===== config.mk =====
export PLATFORM = sky130hd
export DESIGN_NAME = carfield_fpga_rst_seq
export DESIGN_NICKNAME = d
export VERILOG_FILES = /design/src/rtl/carfield_fpga_rst_seq.sv
export SDC_FILE = /design/constraint.sdc
export NUM_CORES = 1
export LEC_CHECK = 0
export CAP_MARGIN = 20
export CORE_ASPECT_RATIO = 0.6
export CORE_MARGIN = 4
export CORE_UTILIZATION = 50
export CTS_CLUSTER_DIAMETER = 30
export DETAILED_ROUTE_END_ITERATION = 8
export GPL_TIMING_DRIVEN = 0
export PLACE_DENSITY = 0.73
export REMOVE_ABC_BUFFERS = 1
export SLEW_MARGIN = 25
export SYNTH_ARGS = -nofsm -noshare
export SYNTH_HDL_FRONTEND = slang
export SYNTH_SLANG_ARGS = --single-unit

===== constraint.sdc =====
create_clock -name clk_i -period 2.4 [get_ports clk_i]
set_clock_uncertainty 0.05 [all_clocks]
set_input_delay 0.24 -clock clk_i [delete_from_list [all_inputs] [get_ports clk_i]]
set_output_delay 0.24 -clock clk_i [all_outputs]
set_load 0.01 [all_outputs]

===== src/rtl/carfield_fpga_rst_seq.sv =====
// FPGA reset sequencer: debounces the board button, waits for MIG calibration, then releases the SoC.
// Optional watchdog enabled by defining CARFIELD_RST_SEQ_WDT_EN (adds WdtCycles and wdt_kick_i).
module carfield_fpga_rst_seq #(
  parameter int unsigned DebounceCycles = 1024,
  parameter int unsigned HoldCycles     = 256,
  parameter int unsigned CalibTimeout   = 2**20,
  parameter int unsigned CntWidth       = 21
`ifdef CARFIELD_RST_SEQ_WDT_EN
  ,
  parameter int unsigned WdtCycles      = 2**24
`endif
) (
  input  logic       clk_i,
  input  logic       rst_i,
  input  logic       btn_rst_i,
  input  logic       calib_done_i,
`ifdef CARFIELD_RST_SEQ_WDT_EN
  input  logic       wdt_kick_i,
`endif
  output logic       soc_rst_no,
  output logic [1:0] rst_cause_o,
  output logic [7:0] rst_count_o,
  output logic       error_o,
  output logic [2:0] state_o
);

  typedef enum logic [2:0] {
    ST_RESET      = 3'd0,
    ST_WAIT_CALIB = 3'd1,
    ST_HOLD       = 3'd2,
    ST_RUN        = 3'd3,
    ST_BTN        = 3'd4,
    ST_ERROR      = 3'd5
  } state_e;

  localparam int unsigned DebW = $clog2(DebounceCycles + 1);
  localparam logic [DebW-1:0]     DebLast   = DebW'(DebounceCycles - 1);
  localparam logic [CntWidth-1:0] HoldLast  = CntWidth'(HoldCycles - 1);
  localparam logic [CntWidth-1:0] CalibLast = CntWidth'(CalibTimeout - 1);

  logic [1:0]          btn_sync_q, btn_sync_d;
  logic [DebW-1:0]     deb_cnt_q, deb_cnt_d;
  logic                btn_q, btn_d;
  state_e              state_q, state_d;
  logic [CntWidth-1:0] cnt_q, cnt_d;
  logic [1:0]          cause_q, cause_d;
  logic [7:0]          count_q, count_d;
  logic                soc_rst_n_q, soc_rst_n_d;
  logic                error_q, error_d;
  logic                wdt_expired;

  // A sample equal to the accepted level restarts the count, so only an unbroken run flips btn_q.
  always_comb begin
    btn_sync_d = {btn_sync_q[0], btn_rst_i};
    deb_cnt_d  = deb_cnt_q;
    btn_d      = btn_q;
    if (btn_sync_q[1] == btn_q) begin
      deb_cnt_d = '0;
    end else if (deb_cnt_q == DebLast) begin
      btn_d     = btn_sync_q[1];
      deb_cnt_d = '0;
    end else begin
      deb_cnt_d = deb_cnt_q + DebW'(1);
    end
  end

`ifdef CARFIELD_RST_SEQ_WDT_EN
  localparam int unsigned WdtW = $clog2(WdtCycles + 1);
  localparam logic [WdtW-1:0] WdtLast = WdtW'(WdtCycles - 1);

  logic [WdtW-1:0] wdt_cnt_q, wdt_cnt_d;

  assign wdt_expired = (state_q == ST_RUN) && !wdt_kick_i && (wdt_cnt_q == WdtLast);

  always_comb begin
    wdt_cnt_d = wdt_cnt_q + WdtW'(1);
    if (state_d != ST_RUN || wdt_kick_i) wdt_cnt_d = '0;
  end

  always_ff @(posedge clk_i or posedge rst_i) begin
    if (rst_i) wdt_cnt_q <= '0;
    else       wdt_cnt_q <= wdt_cnt_d;
  end
`else
  assign wdt_expired = 1'b0;
`endif

  always_comb begin
    state_d = state_q;
    cnt_d   = cnt_q;
    cause_d = cause_q;
    count_d = count_q;
    unique case (state_q)
      ST_RESET: begin
        state_d = ST_WAIT_CALIB;
        cnt_d   = '0;
      end
      ST_WAIT_CALIB: begin
        if (calib_done_i) begin
          state_d = ST_HOLD;
          cnt_d   = '0;
        end else if (cnt_q == CalibLast) begin
          state_d = ST_ERROR;
          cnt_d   = '0;
        end else begin
          cnt_d = cnt_q + CntWidth'(1);
        end
      end
      ST_HOLD: begin
        if (!calib_done_i) begin
          state_d = ST_WAIT_CALIB;
          cause_d = 2'd2;
          cnt_d   = '0;
        end else if (btn_q) begin
          state_d = ST_BTN;
          cnt_d   = '0;
        end else if (cnt_q == HoldLast) begin
          state_d = ST_RUN;
          cnt_d   = '0;
        end else begin
          cnt_d = cnt_q + CntWidth'(1);
        end
      end
      ST_RUN: begin
        cnt_d = '0;
        if (!calib_done_i || btn_q || wdt_expired) begin
          if (count_q != 8'hFF) count_d = count_q + 8'd1;
          if (!calib_done_i) begin
            state_d = ST_WAIT_CALIB;
            cause_d = 2'd2;
          end else if (btn_q) begin
            state_d = ST_BTN;
            cause_d = 2'd1;
          end else begin
            state_d = ST_HOLD;
            cause_d = 2'd3;
          end
        end
      end
      ST_BTN: begin
        cnt_d = '0;
        if (!calib_done_i) begin
          state_d = ST_WAIT_CALIB;
          cause_d = 2'd2;
        end else if (!btn_q) begin
          state_d = ST_HOLD;
        end
      end
      ST_ERROR: state_d = ST_ERROR;
      default:  state_d = ST_RESET;
    endcase
    soc_rst_n_d = (state_d == ST_RUN);
    error_d     = error_q || (state_d == ST_ERROR);
  end

  always_ff @(posedge clk_i or posedge rst_i) begin
    if (rst_i) begin
      btn_sync_q  <= '0;
      deb_cnt_q   <= '0;
      btn_q       <= 1'b0;
      state_q     <= ST_RESET;
      cnt_q       <= '0;
      cause_q     <= 2'd0;
      count_q     <= 8'd0;
      soc_rst_n_q <= 1'b0;
      error_q     <= 1'b0;
    end else begin
      btn_sync_q  <= btn_sync_d;
      deb_cnt_q   <= deb_cnt_d;
      btn_q       <= btn_d;
      state_q     <= state_d;
      cnt_q       <= cnt_d;
      cause_q     <= cause_d;
      count_q     <= count_d;
      soc_rst_n_q <= soc_rst_n_d;
      error_q     <= error_d;
    end
  end

  assign soc_rst_no  = soc_rst_n_q;
  assign rst_cause_o = cause_q;
  assign rst_count_o = count_q;
  assign error_o     = error_q;
  assign state_o     = state_q;

endmodule

======== Word-level counts from Yosys, hierarchy flattened ========
Cells that the tools add are included.
storage, ports and cells
  bits in registers ....................... 50
  bits of input ports ..................... 4
  output and inout bits ................... 15
operators by class
  $add $sub $neg .......................... 3
  eq/ne operators ......................... 14
  multiplexer cells ....................... 24
  bitwise logic cells ..................... 1
  reduce and logical (&&, ||, !) cells .... 11
operators with widths
  kind                     number
  $mux W21                 5
  $pmux W21 S3             1
  $mux W3                  10
  $mux W11                 2
  $add A21 B1 Y21 const B  1
  $eq A21 B20 Y1 const B   1
  $eq A21 B8 Y1 const B    1
  $pmux W3 S6              1
  $add A11 B1 Y11 const B  1
  $eq A11 B10 Y1 const B   1
  $eq A3 B2 Y1 const B     3
  $eq A3 B3 Y1 const B     3
  $add A8 B1 Y8 const B    1
  $mux W2                  4
  $ne A8 B8 Y1 const B     1
  $reduce_and A3 Y1        2
  $ne A2 B2 Y1 const B     2
  $pmux W2 S2              1
  $eq A3 B1 Y1 const B     1
  $logic_not A3 Y1         1
  $reduce_bool A3 Y1       1
  $reduce_or A3 Y1         1
  $logic_or A1 B1 Y1       2
  $reduce_and A2 Y1        1
  other kinds (5)          5

======== Logic depth before layout (Yosys ltp) ========
Gate-level depths: netlist of run 1.
  depth in word-level cells ............... 7
  depth in mapped cells ................... 8
  depth with buffers taken out ............ 6

======== Worst setup path after synthesis of run 1 ========
Ideal clock, no wire load.
  path kind ............................... reg2reg
  from .................................... register cnt_q[0]
  to ...................................... register cnt_q[8]
  library setup time ...................... 72 ps
  arrival ................................. 1702 ps
  data required time ...................... 2278 ps
  slack ................................... 577 ps
  cell stages (with the launch flop) ...... 9
  cells stage by stage .................... dfrtp_1 -> ha_1 -> inv_1 -> nor4_4 -> a211o_1 -> o221a_1 -> buf_6 -> buf_6 -> nor2_1
on the way
  cells in the longest elaborated chain, start to end .. 5
  elaborated cells between the ends (all ways) .. 9
RTL lines
  element                                           line           source
  from (decl)                                       45             logic [CntWidth-1:0] cnt_q, cnt_d;
  from (signal assigned)                            172            cnt_q <= cnt_d;
  $add A21 B1 Y21 or $eq A21 B8 Y1 (tied branches)  106, 121, 117
  $mux W21                                          117            end else if (cnt_q == HoldLast) begin
  $mux W21                                          114            end else if (btn_q) begin
  $mux W21                                          110            if (!calib_done_i) begin
  $pmux W21 S3 *                                    93             unique case (state_q)
Mark *: on every way between the ends. The rest lies on a longest branch, timed or not.
A chain may end at the register's enable or synchronous reset.

======== Final worst setup path of run 1 ========
  from .................................... register cnt_q[8]
  to ...................................... register cnt_q[20]
The elaborated chain is that of the path after synthesis.

==> results of run 1 <==
## placed cells by master (no fill, tap or decap), drive strengths merged, types with 2 or more instances in the layout
master | synthesis | layout
xnor2 | 15 | 15
xor2 | 21 | 21
nand2 | 17 | 17
a21oi | 4 | 4
nor3 | 5 | 5
inv | 7 | 7
or3 | 2 | 2
nand4 | 11 | 11
and4 | 2 | 2
and3 | 8 | 8
clkdlybuf4s50 | 0 | 18
o21a | 2 | 2
o21ai | 4 | 4
nand2b | 2 | 2
ha | 3 | 3
o22ai | 2 | 2
or2 | 2 | 2
mux2 | 2 | 2
nor4 | 6 | 6
nand3 | 10 | 10
nor2 | 46 | 46
clkbuf | 2 | 6
dfrtp | 50 | 50
## worst min path at each step
stage / from / to / slack, ps / cells past startpoint
finish: rst_i / deb_cnt_q[6]$_DFF_PP0_ / 190 / 2
floorplan: btn_rst_i / btn_sync_q[0]$_DFF_PP0_ / 220 / 0
global route: rst_i / deb_cnt_q[5]$_DFF_PP0_ / 230 / 2
global placement: btn_sync_q[0]$_DFF_PP0_ / btn_sync_q[1]$_DFF_PP0_ / 290 / 0
detailed placement: btn_sync_q[0]$_DFF_PP0_ / btn_sync_q[1]$_DFF_PP0_ / 300 / 0
CTS: rst_i / deb_cnt_q[6]$_DFF_PP0_ / 200 / 2
## state kept, by name, indices dropped and copies added (netlist names), 2 cells and up
| signal | cells |
|---|---|
| rst_cause_o | 2 |
| btn_sync_q | 2 |
| deb_cnt_q | 11 |
| rst_count_o | 8 |
| cnt_q | 21 |
| state_o | 3 |
## cell type report
| cell class | instances | share of cell area |
|---|---|---|
| flip-flops and latches | 50 | 0.451 |
| inverters | 7 | 0.00946 |
| clock buffers | 6 | 0.0261 |
| clock inverters | 2 | 0.0135 |
| repair buffers | 19 | 0.0721 |
| multi-input cells | 175 | 0.400 |
| well taps | 63 | 0.0284 |
## per-layer routing
metal | share of wire | up-vias | global-route usage
met5 | 0 | - | 0
met4 | 0.015 | 0 | 0.0592
met3 | 0.048 | 8 | 0.0446
met2 | 0.38 | 33 | 0.232
met1 | 0.56 | 812 | 0.237
li1 | - | 853 | -
## worst register-to-register path: cells and delay by family, from the launching register on
kind,cells,cell delay (ps)
compound gates,1,460
flops,1,470
simple gates,4,930
## power groups by stage
| stage | registers, W | clock network [W] | logic [W] |
|---|---|---|---|
| floorplan | 0.000997 | 0 | 0.000130 |
| global placement | 0.000988 | 0 | 0.000273 |
| detailed placement | 0.000990 | 0 | 0.000280 |
| CTS | 0.000973 | 0.000604 | 0.000281 |
| global route | 0.000987 | 0.000646 | 0.000314 |
| finish | 0.000974 | 0.000587 | 0.000278 |
## cell families (layout without fill, tap and decap cells)
kind of cell             after synthesis  after routing  synth area share
adder cells (fa/ha/maj)                3              3            0.0155
XOR/XNOR                              36             36             0.130
AND/OR/NAND/NOR                      115            115             0.248
flip-flops                            50             50             0.517
buffers and inverters                 12             34            0.0253
AO/OA/AOI/OAI                         19             19            0.0548
multiplexers                           2              2           0.00930
## per-stage QoR
| step | utilization | instance area, um2 | setup slack [ps] | std cells | total power, W |
|---|---|---|---|---|---|
| 6_report | 0.599 | 2780 | 373 | 322 | 0.00184 |
| 5_1_grt | 0.599 | 2780 | 191 | 322 | 0.00195 |
| 4_1_cts | 0.599 | 2780 | 142 | 322 | 0.00186 |
| 3_5_place_dp | 0.575 | 2670 | 188 | 314 | 0.00127 |
| 3_3_place_gp | 0.571 | 2650 | -46.3 | 313 | 0.00126 |
| 2_1_floorplan | - | 2390 | 550 | 232 | 0.00113 |
==> summary.md, run 1 <==
| Metric | Value |
|---|---|
| CTS tree | `done` |
| Cell Rows | `19` |
| Worst Reg2Reg Path Length in Cells | `5` |
| Gpl congestion | `0.795` |
| CP Capture Point | `cnt_q[20]$_DFFE_PP0P_` |
| Reg clk slew, reported paths | `90 ps` |
| Routed WL | `4350 um` |
| Die height | `61.9 um` |
| Post-synth EDFFs | `0` |
| Synth Flop Type | `dfrtp_1` |
| Crit Path Category | `reg2reg` |
| Required @ worst endpoint | `2530 ps` |
| Post-route DRC | `0` |
| Fill cells | `412` |
| Die extent in x | `97.9 um` |
| Share of the synthesized area in the top cell type | `0.517` |
| Clock Power Share | `0.319` |
| First-pass GRT wire length | `7760 um` |
| Cell area after synthesis | `2420 um2` |
| Min-Delay Path Class | `in2async` |
| CP max FO | `19` |
| Clock Tree Buf Depth | `2` |
| Io pins | `19` |
| RSZ-0062 raised after global routing | `no` |
| # port buffers | `18` |
| Sink Count | `50` |
| Via count | `1,706` |
| Internal Power | `0.00135 W` |
| Final setup TNS | `0 ps` |
| Final #Nets | `265` |
| Post-DR wirelength/cell | `13.5 um` |
| Combinational Power Share | `0.151` |
| Run status | `complete, no violations` |
| Flop pwr share | `0.530` |
| Diode count | `0` |
| Final Cycle Share | `0.845` |
| Count of final setup violators | `0` |
| Headroom to the max-slew limit | `0.602` |
| Ys Warns | `0` |
| Synthesis-stage register bit count | `50` |
| FF+latch area | `1250 um2` |
| Post-CTS Setup Inserts | `0` |
| Switching share of total power | `0.264` |
| Crit-path slowest cell | `dfrtp_1` |
| Peak VDD IR | `291 uV` |
| Maximum level of the CTS H-tree | `2` |
| Leading cell types by count after synthesis | `dfrtp_1, nor2_1, xor2_1` |
| Pwr Density | `662 nW/um2` |
| Worst path depth | `5` |
| Routed vias/inst | `5.30` |
| Vias in the first global route | `1,648` |
| Synth area leaders | `dfrtp_1, xor2_1, nor2_1, xnor2_1, nand2_1` |
| Reg2reg end | `cnt_q[20]$_DFFE_PP0P_` |
| Synthesized area per cell | `10.2 um2` |
| Critical Path Max Stage Delay | `470 ps` |
| Arrival time worst endpoint | `2150 ps` |
| CP Launch Type | `flop` |
| Root Buffer | `clkbuf_8` |
| Async SR Flop Fraction | `1.00` |
| Buf/Inv on CP | `0` |
| Hold slack | `192 ps` |
| Reg2Reg Setup Slack | `370 ps` |
| R2r startpoint | `cnt_q[8]$_DFFE_PP0P_` |
| Worst Setup End Kind | `flop` |
| Initial Util | `0.523` |
| Max-Cap Viols | `0` |
| Layout cells sized above 1 | `0.0734` |
| CP cell instances | `nand3_1, nor3_2, and3_1, o221a_2, nor2_1` |
| Post-DRT Antenna Nets | `0` |
| Worst skew pair latency | `300 ps` |
| Multi-input gate area | `1110 um2` |
| Iter 0 DRT Violations | `49` |
| Worst-margin pin slew | `593 ps` |
| Initial antenna violation count | `0` |
| TritonCTS Buffers | `5` |
| Die area | `6060 um2` |
| Tmin final | `2030 ps` |
| CP startpoint | `cnt_q[8]$_DFFE_PP0P_` |
| Hold Fails Final Rpt | `0` |
| Synth unique cells | `41` |
| Final HPWL DP | `3090 um` |
| Synth area leader | `dfrtp_1` |
| Leak | `1.19 nW` |
| DRT Pass-1 Iters | `4` |
| Post-CTS sizing | `0` |
| Largest delay share family, worst path | `simple AND/OR/NAND/NOR gates` |
| Fmax | `0.493 GHz` |
| Core footprint | `4640 um2` |
| GRT Overall Usage | `0.162` |
| Layout area overhead | `14.6%` |
| Pin count of the biggest net entering global routing | `34` |
| Most numerous cell in the Yosys netlist | `dfrtp_1` |
| Register area share after synthesis | `0.517` |
| Hold-fix buffers at CTS | `0` |
| Grt ovf | `0` |
| Psw | `0.000485 W` |
| Cell count after synthesis | `237` |
| Max Slew Vio Count | `0` |
Power figures use the tool's default switching activity.
==> inputs of run 2 (changes only) <==
- clock period: 2.4 -> 2.05 ns (I/O delays scaled with it)
==> run 2 against run 1 <==
Global-route usage unchanged. First-iteration DRC count rose by 2.0%. Cell area grew 0.68%. Cell count did not move. Core utilization is 0.40 points higher. Non-clock buffer count unchanged.
==> summary.md, run 2 (synthesized netlist as in run 1, its figures left out) <==
| Metric | Value |
|---|---|
| Maximum level of the CTS H-tree | `2 (unchanged)` |
| Core footprint | `4640 um2 (unchanged)` |
| Worst skew pair latency | `300 ps (about the same)` |
| TritonCTS Buffers | `5 (unchanged)` |
| Hold Fails Final Rpt | `0 (unchanged)` |
| Post-CTS Setup Inserts | `0 (unchanged)` |
| Final HPWL DP | `3090 um (unchanged)` |
| First-pass GRT wire length | `7760 um (unchanged)` |
| Via count | `1,737 (was 1,706)` |
| Post-route cell area | `2800 um2 (was 2780 um2)` |
| CTS tree | `done (unchanged)` |
| Root Buffer | `clkbuf_8 (unchanged)` |
| Commonest non-fill, non-tap cell in the layout | `dfrtp_1 (unchanged)` |
| Post-DR wirelength/cell | `13.9 um (was 13.5 um)` |
| Crit Path Category | `reg2reg (unchanged)` |
| Routed WL | `4490 um (was 4350 um)` |
| Non-Filler Instances | `322 (unchanged)` |
| Required @ worst endpoint | `2230 ps (was 2530 ps)` |
| Tmin final | `1910 ps (was 2030 ps)` |
| Pwr Density | `773 nW/um2 (was 662 nW/um2)` |
| Routed vias/inst | `5.39 (was 5.30)` |
| Arrival time worst endpoint | `2090 ps (was 2150 ps)` |
| Die extent in x | `97.9 um (unchanged)` |
| Run status | `complete, no violations (unchanged)` |
| Count of final setup violators | `0 (unchanged)` |
| Reg clk slew, reported paths | `90 ps (about the same)` |
| Pin count of the biggest net entering global routing | `34 (unchanged)` |
| Final #Nets | `265 (unchanged)` |
| Layout area overhead | `15.4% (was 14.6%)` |
| Leak | `1.19 nW (about the same)` |
| CP Launch Type | `flop (unchanged)` |
| CP max FO | `19 (unchanged)` |
| # port buffers | `18 (unchanged)` |
| Layout cells sized above 1 | `0.0772 (was 0.0734)` |
| Max reg flops | `21 (unchanged)` |
| Min-Delay Path Class | `in2async (unchanged)` |
| Worst Reg2Reg Path Length in Cells | `6 (was 5)` |
| Grt ovf | `0 (unchanged)` |
| Max-Cap Viols | `0 (unchanged)` |
| Diode count | `0 (unchanged)` |
| R2r startpoint | `cnt_q[0]$_DFFE_PP0P_ (was cnt_q[8]$_DFFE_PP0P_)` |
| Final Cycle Share | `0.930 (was 0.845)` |
| Iter 0 DRT Violations | `50 (was 49)` |
| Die area | `6060 um2 (unchanged)` |
| Peak VDD IR | `341 uV (was 291 uV)` |
| Initial Util | `0.523 (unchanged)` |
| Area post-placement | `2670 um2 (unchanged)` |
| Clock Tree Buf Depth | `2 (unchanged)` |
| Most frequent cells in the layout | `dfrtp_1, nor2_1, xor2_1, clkdlybuf4s50_1, nand2_1 (unchanged)` |
| Initial antenna violation count | `0 (unchanged)` |
| Vias in the first global route | `1,648 (unchanged)` |
| Final setup TNS | `0 ps (unchanged)` |
| Gpl congestion | `0.795 (unchanged)` |
| Hold slack | `156 ps (was 192 ps)` |
| DRT Pass-1 Iters | `4 (unchanged)` |
| Fmax | `0.524 GHz (was 0.493 GHz)` |
| Io pins | `19 (unchanged)` |
| Reg2reg end | `cnt_q[20]$_DFFE_PP0P_ (unchanged)` |
| Hold-fix buffers at CTS | `0 (unchanged)` |
| Cell Rows | `19 (unchanged)` |
| Sink Count | `50 (unchanged)` |
| Dpl cells | `314 (unchanged)` |
| Post-DRT Antenna Nets | `0 (unchanged)` |
| Die height | `61.9 um (unchanged)` |
| Max Slew Vio Count | `0 (unchanged)` |
| Worst-margin pin slew | `464 ps (was 593 ps)` |
| Worst Setup End Kind | `flop (unchanged)` |
| Reg2Reg Setup Slack | `140 ps (was 370 ps)` |
| Largest Register | `cnt_q (unchanged)` |
| Headroom to the max-slew limit | `0.688 (was 0.602)` |
| GRT Overall Usage | `0.162 (unchanged)` |
| Final design utilization | `0.603 (was 0.599)` |
| Post-route DRC | `0 (unchanged)` |
==> run 2: changes by cell type in the layout (fill, tap and decap cells not counted) <==
cell     delta
nor4_2      -1
nor4_4      +1
dfrtp_1     -1
o221a_4     +1
o221a_2     -1
dfrtp_2     +1
==> run 2: where the power goes <==
group          total [W]  switching (W)  internal, W  leakage (nW)
Sequential       0.00114      0.0000899      0.00105         0.671
Combinational   0.000331       0.000158     0.000174         0.469
Clock           0.000688       0.000324     0.000364        0.0514
==> run 2: critical path, stage by stage (launching register included) <==
cell	delay, ps
dfrtp_1	440
ha_1	220
inv_1	190
nor4_4	80
a211o_1	320
o221a_4	390
nor2_1	140
==> run 2: area by class of cell <==
type | instances | area [um2]
multi-input cells | 175 | 1130
clock inverters | 2 | 37.5
repair buffers | 19 | 200
clock buffers | 6 | 72.6
fillers | 415 | 1840
inverters | 7 | 26.3
flip-flops and latches | 50 | 1250
well taps | 63 | 78.8
==> run 2: what timing repair did <==
action	CTS	global route
resized for setup	1	3
endpoints found under the setup margin	19	19
pin swaps	0	0
==> run 2: metal layers <==
| metal | part of all wire | vias up | wire, um | GRT usage |
|---|---|---|---|---|
| met3 | 0.059 | 8 | 265 | 0.0446 |
| met5 | 0 | - | 0 | 0 |
| met4 | 0.014 | 0 | 65 | 0.0592 |
| met2 | 0.40 | 53 | 1770 | 0.232 |
| li1 | - | 852 | - | - |
| met1 | 0.53 | 824 | 2380 | 0.237 |
==> run 2: stage by stage <==
step | setup WS (ps) | total power [W]
floorplan | 200 | 0.00132
global placement | -361 | 0.00148
detailed placement | -162 | 0.00149
CTS | 39.0 | 0.00218
global route | -5.79 | 0.00229
finish | 143 | 0.00216
==> run 2: worst max path at each step <==
stage                                    start  depth (start not counted)  slack (ps)               endpoint
after global routing      cnt_q[8]$_DFFE_PP0P_                          5          -6  cnt_q[12]$_DFFE_PP0P_
after floorplan           cnt_q[0]$_DFFE_PP0P_                          6         200  cnt_q[10]$_DFFE_PP0P_
final                     cnt_q[0]$_DFFE_PP0P_                          6         140  cnt_q[20]$_DFFE_PP0P_
after global placement                   rst_i                          2        -360   cnt_q[6]$_DFFE_PP0P_
after detailed placement  cnt_q[8]$_DFFE_PP0P_                          5        -160  cnt_q[11]$_DFFE_PP0P_
after CTS                 cnt_q[0]$_DFFE_PP0P_                          6          40  cnt_q[20]$_DFFE_PP0P_
==> inputs of run 3 (changes only) <==
- SLEW_MARGIN: 25 -> 10
==> run 3 against run 2 <==
First-iteration DRC count fell by 16%. Cell count did not move. Setup slack gained 8.5 ps. Non-clock buffer count is the same. Critical endpoint is now cnt_q[4]$_DFFE_PP0P_. Largest power group unchanged.
==> summary.md, run 3 (synthesized netlist as in run 1, its figures left out) <==
| Metric | Value |
|---|---|
| Initial Util | `0.523 (unchanged)` |
| Required @ worst endpoint | `2230 ps (about the same)` |
| Layout cells sized above 1 | `0.0734 (was 0.0772)` |
| First-pass GRT wire length | `7590 um (was 7760 um)` |
| Routed vias/inst | `5.17 (was 5.39)` |
| Post-DRT Antenna Nets | `0 (unchanged)` |
| Power, Total | `0.00214 W (was 0.00216 W)` |
| Pwr Density | `768 nW/um2 (was 773 nW/um2)` |
| Routed WL | `4260 um (was 4490 um)` |
| Final HPWL DP | `3100 um (was 3090 um)` |
| Fmax | `0.527 GHz (was 0.524 GHz)` |
| CP Launch Type | `flop (unchanged)` |
| Fill cells | `403 (was 415)` |
| Via count | `1,665 (was 1,737)` |
| Gpl congestion | `0.795 (unchanged)` |
| Root Buffer | `clkbuf_8 (unchanged)` |
| Post-CTS sizing | `1 (unchanged)` |
| Worst Setup End Kind | `flop (unchanged)` |
| Layout area overhead | `15.3% (was 15.4%)` |
| Iter 0 DRT Violations | `42 (was 50)` |
| Peak VDD IR | `337 uV (was 341 uV)` |
| Die extent in x | `97.9 um (unchanged)` |
| Maximum level of the CTS H-tree | `2 (unchanged)` |
| Max-Cap Viols | `0 (unchanged)` |
| Count of final setup violators | `0 (unchanged)` |
| Worst-margin pin slew | `455 ps (was 464 ps)` |
| RSZ-0062 raised after global routing | `no` |
| Grt ovf | `0 (unchanged)` |
| Hold Fails Final Rpt | `0 (unchanged)` |
| Max Slew Vio Count | `0 (unchanged)` |
| CP max FO | `19 (unchanged)` |
| Commonest non-fill, non-tap cell in the layout | `dfrtp_1 (unchanged)` |
| Worst skew pair latency | `300 ps (about the same)` |
| Core footprint | `4640 um2 (unchanged)` |
| Final Cycle Share | `0.926 (was 0.930)` |
| Arrival time worst endpoint | `2080 ps (was 2090 ps)` |
| TritonCTS Buffers | `5 (unchanged)` |
| # port buffers | `18 (unchanged)` |
| Hold-fix buffers at CTS | `0 (unchanged)` |
| Non-Filler Instances | `322 (unchanged)` |
| Post-DR wirelength/cell | `13.2 um (was 13.9 um)` |
| Sink Count | `50 (unchanged)` |
| GRT Overall Usage | `0.159 (was 0.162)` |
| Final setup TNS | `0 ps (unchanged)` |
| Min-Delay Path Class | `in2async (unchanged)` |
| Run status | `complete, no violations (unchanged)` |
| Largest Register | `cnt_q (unchanged)` |
| Post-route DRC | `0 (unchanged)` |
| Clock Tree Buf Depth | `2 (unchanged)` |
| Die height | `61.9 um (unchanged)` |
| Tmin final | `1900 ps (was 1910 ps)` |
| Post-CTS Setup Inserts | `0 (unchanged)` |
| Vias in the first global route | `1,624 (was 1,648)` |
| Dpl cells | `314 (unchanged)` |
| Final #Nets | `265 (unchanged)` |
| Diode count | `0 (unchanged)` |
| Most frequent cells in the layout | `dfrtp_1, nor2_1, xor2_1, clkdlybuf4s50_1, nand2_1 (unchanged)` |
| Headroom to the max-slew limit | `0.694 (was 0.688)` |
| Crit Path Category | `reg2reg (unchanged)` |
| Reg clk slew, reported paths | `80 ps (was 90 ps)` |
| Io pins | `19 (unchanged)` |
| Leak | `1.19 nW (about the same)` |
| Cell Rows | `19 (unchanged)` |
| Reg2Reg Setup Slack | `150 ps (was 140 ps)` |
| Pin count of the biggest net entering global routing | `34 (unchanged)` |
| CTS tree | `done (unchanged)` |
| Initial antenna violation count | `0 (unchanged)` |
| Max reg flops | `21 (unchanged)` |
| Die area | `6060 um2 (unchanged)` |
| DRT Pass-1 Iters | `4 (unchanged)` |
-- run 3: changes by cell type in the layout (fill, tap and decap cells not counted) --
cell | previous run | this run
dfrtp_2 | 1 | 0
dfrtp_1 | 49 | 50
-- run 3: layout make-up --
type / count / area [um2] / share of cell area
Inverter: 7 / 26.3 / 0.00940
Sequential cell: 50 / 1250 / 0.448
Multi-Input combinational cell: 175 / 1130 / 0.403
Timing Repair Buffer: 19 / 200 / 0.0717
Tap cell: 63 / 78.8 / 0.0282
Clock buffer: 6 / 72.6 / 0.0260
Clock inverter: 2 / 37.5 / 0.0134
-- run 3: through the flow --
| step | setup WS, ps | util | instance area (um2) | hold slack [ps] |
|---|---|---|---|---|
| after floorplan | 200 | - | 2390 | 186 |
| after global placement | -361 | 0.571 | 2650 | 290 |
| after detailed placement | -191 | 0.575 | 2670 | 304 |
| after CTS | 29.9 | 0.599 | 2780 | 168 |
| after global routing | 22.2 | 0.603 | 2790 | 204 |
| final | 152 | 0.603 | 2790 | 162 |
-- run 3: where the power goes --
group	internal [W]	switching (W)
sequential	0.00105	0.0000911
clock	0.000364	0.000310
combinational	0.000173	0.000156
-- run 3: metal layers --
layer | wire [um] | GRT usage | vias up
met5 | 0 | 0 | -
met4 | 47 | 0.0592 | 0
met3 | 166 | 0.0457 | 5
met2 | 1660 | 0.237 | 21
met1 | 2380 | 0.226 | 786
li1 | - | - | 853
-- run 3: worst paths after layout --
kind	from	endpoint	cells past startpoint
min in group clk_i	btn_rst_i	btn_sync_q[0]$_DFF_PP0_	1
setup reg to reg	cnt_q[0]$_DFFE_PP0P_	cnt_q[4]$_DFFE_PP0P_	6
hold reg to reg	btn_sync_q[0]$_DFF_PP0_	btn_sync_q[1]$_DFF_PP0_	0
setup / recovery	cnt_q[0]$_DFFE_PP0P_	cnt_q[4]$_DFFE_PP0P_	6
max in group asynchronous	rst_i	cnt_q[4]$_DFFE_PP0P_	3
hold / removal	rst_i	deb_cnt_q[8]$_DFF_PP0_	2
-- run 3: critical path, cell delays in order (launching register included) --
cell and delay [ps]:
dfrtp_1 440, ha_1 210, inv_1 180, nor4_4 90, a211o_1 320, o221a_4 390, nor2_1 140
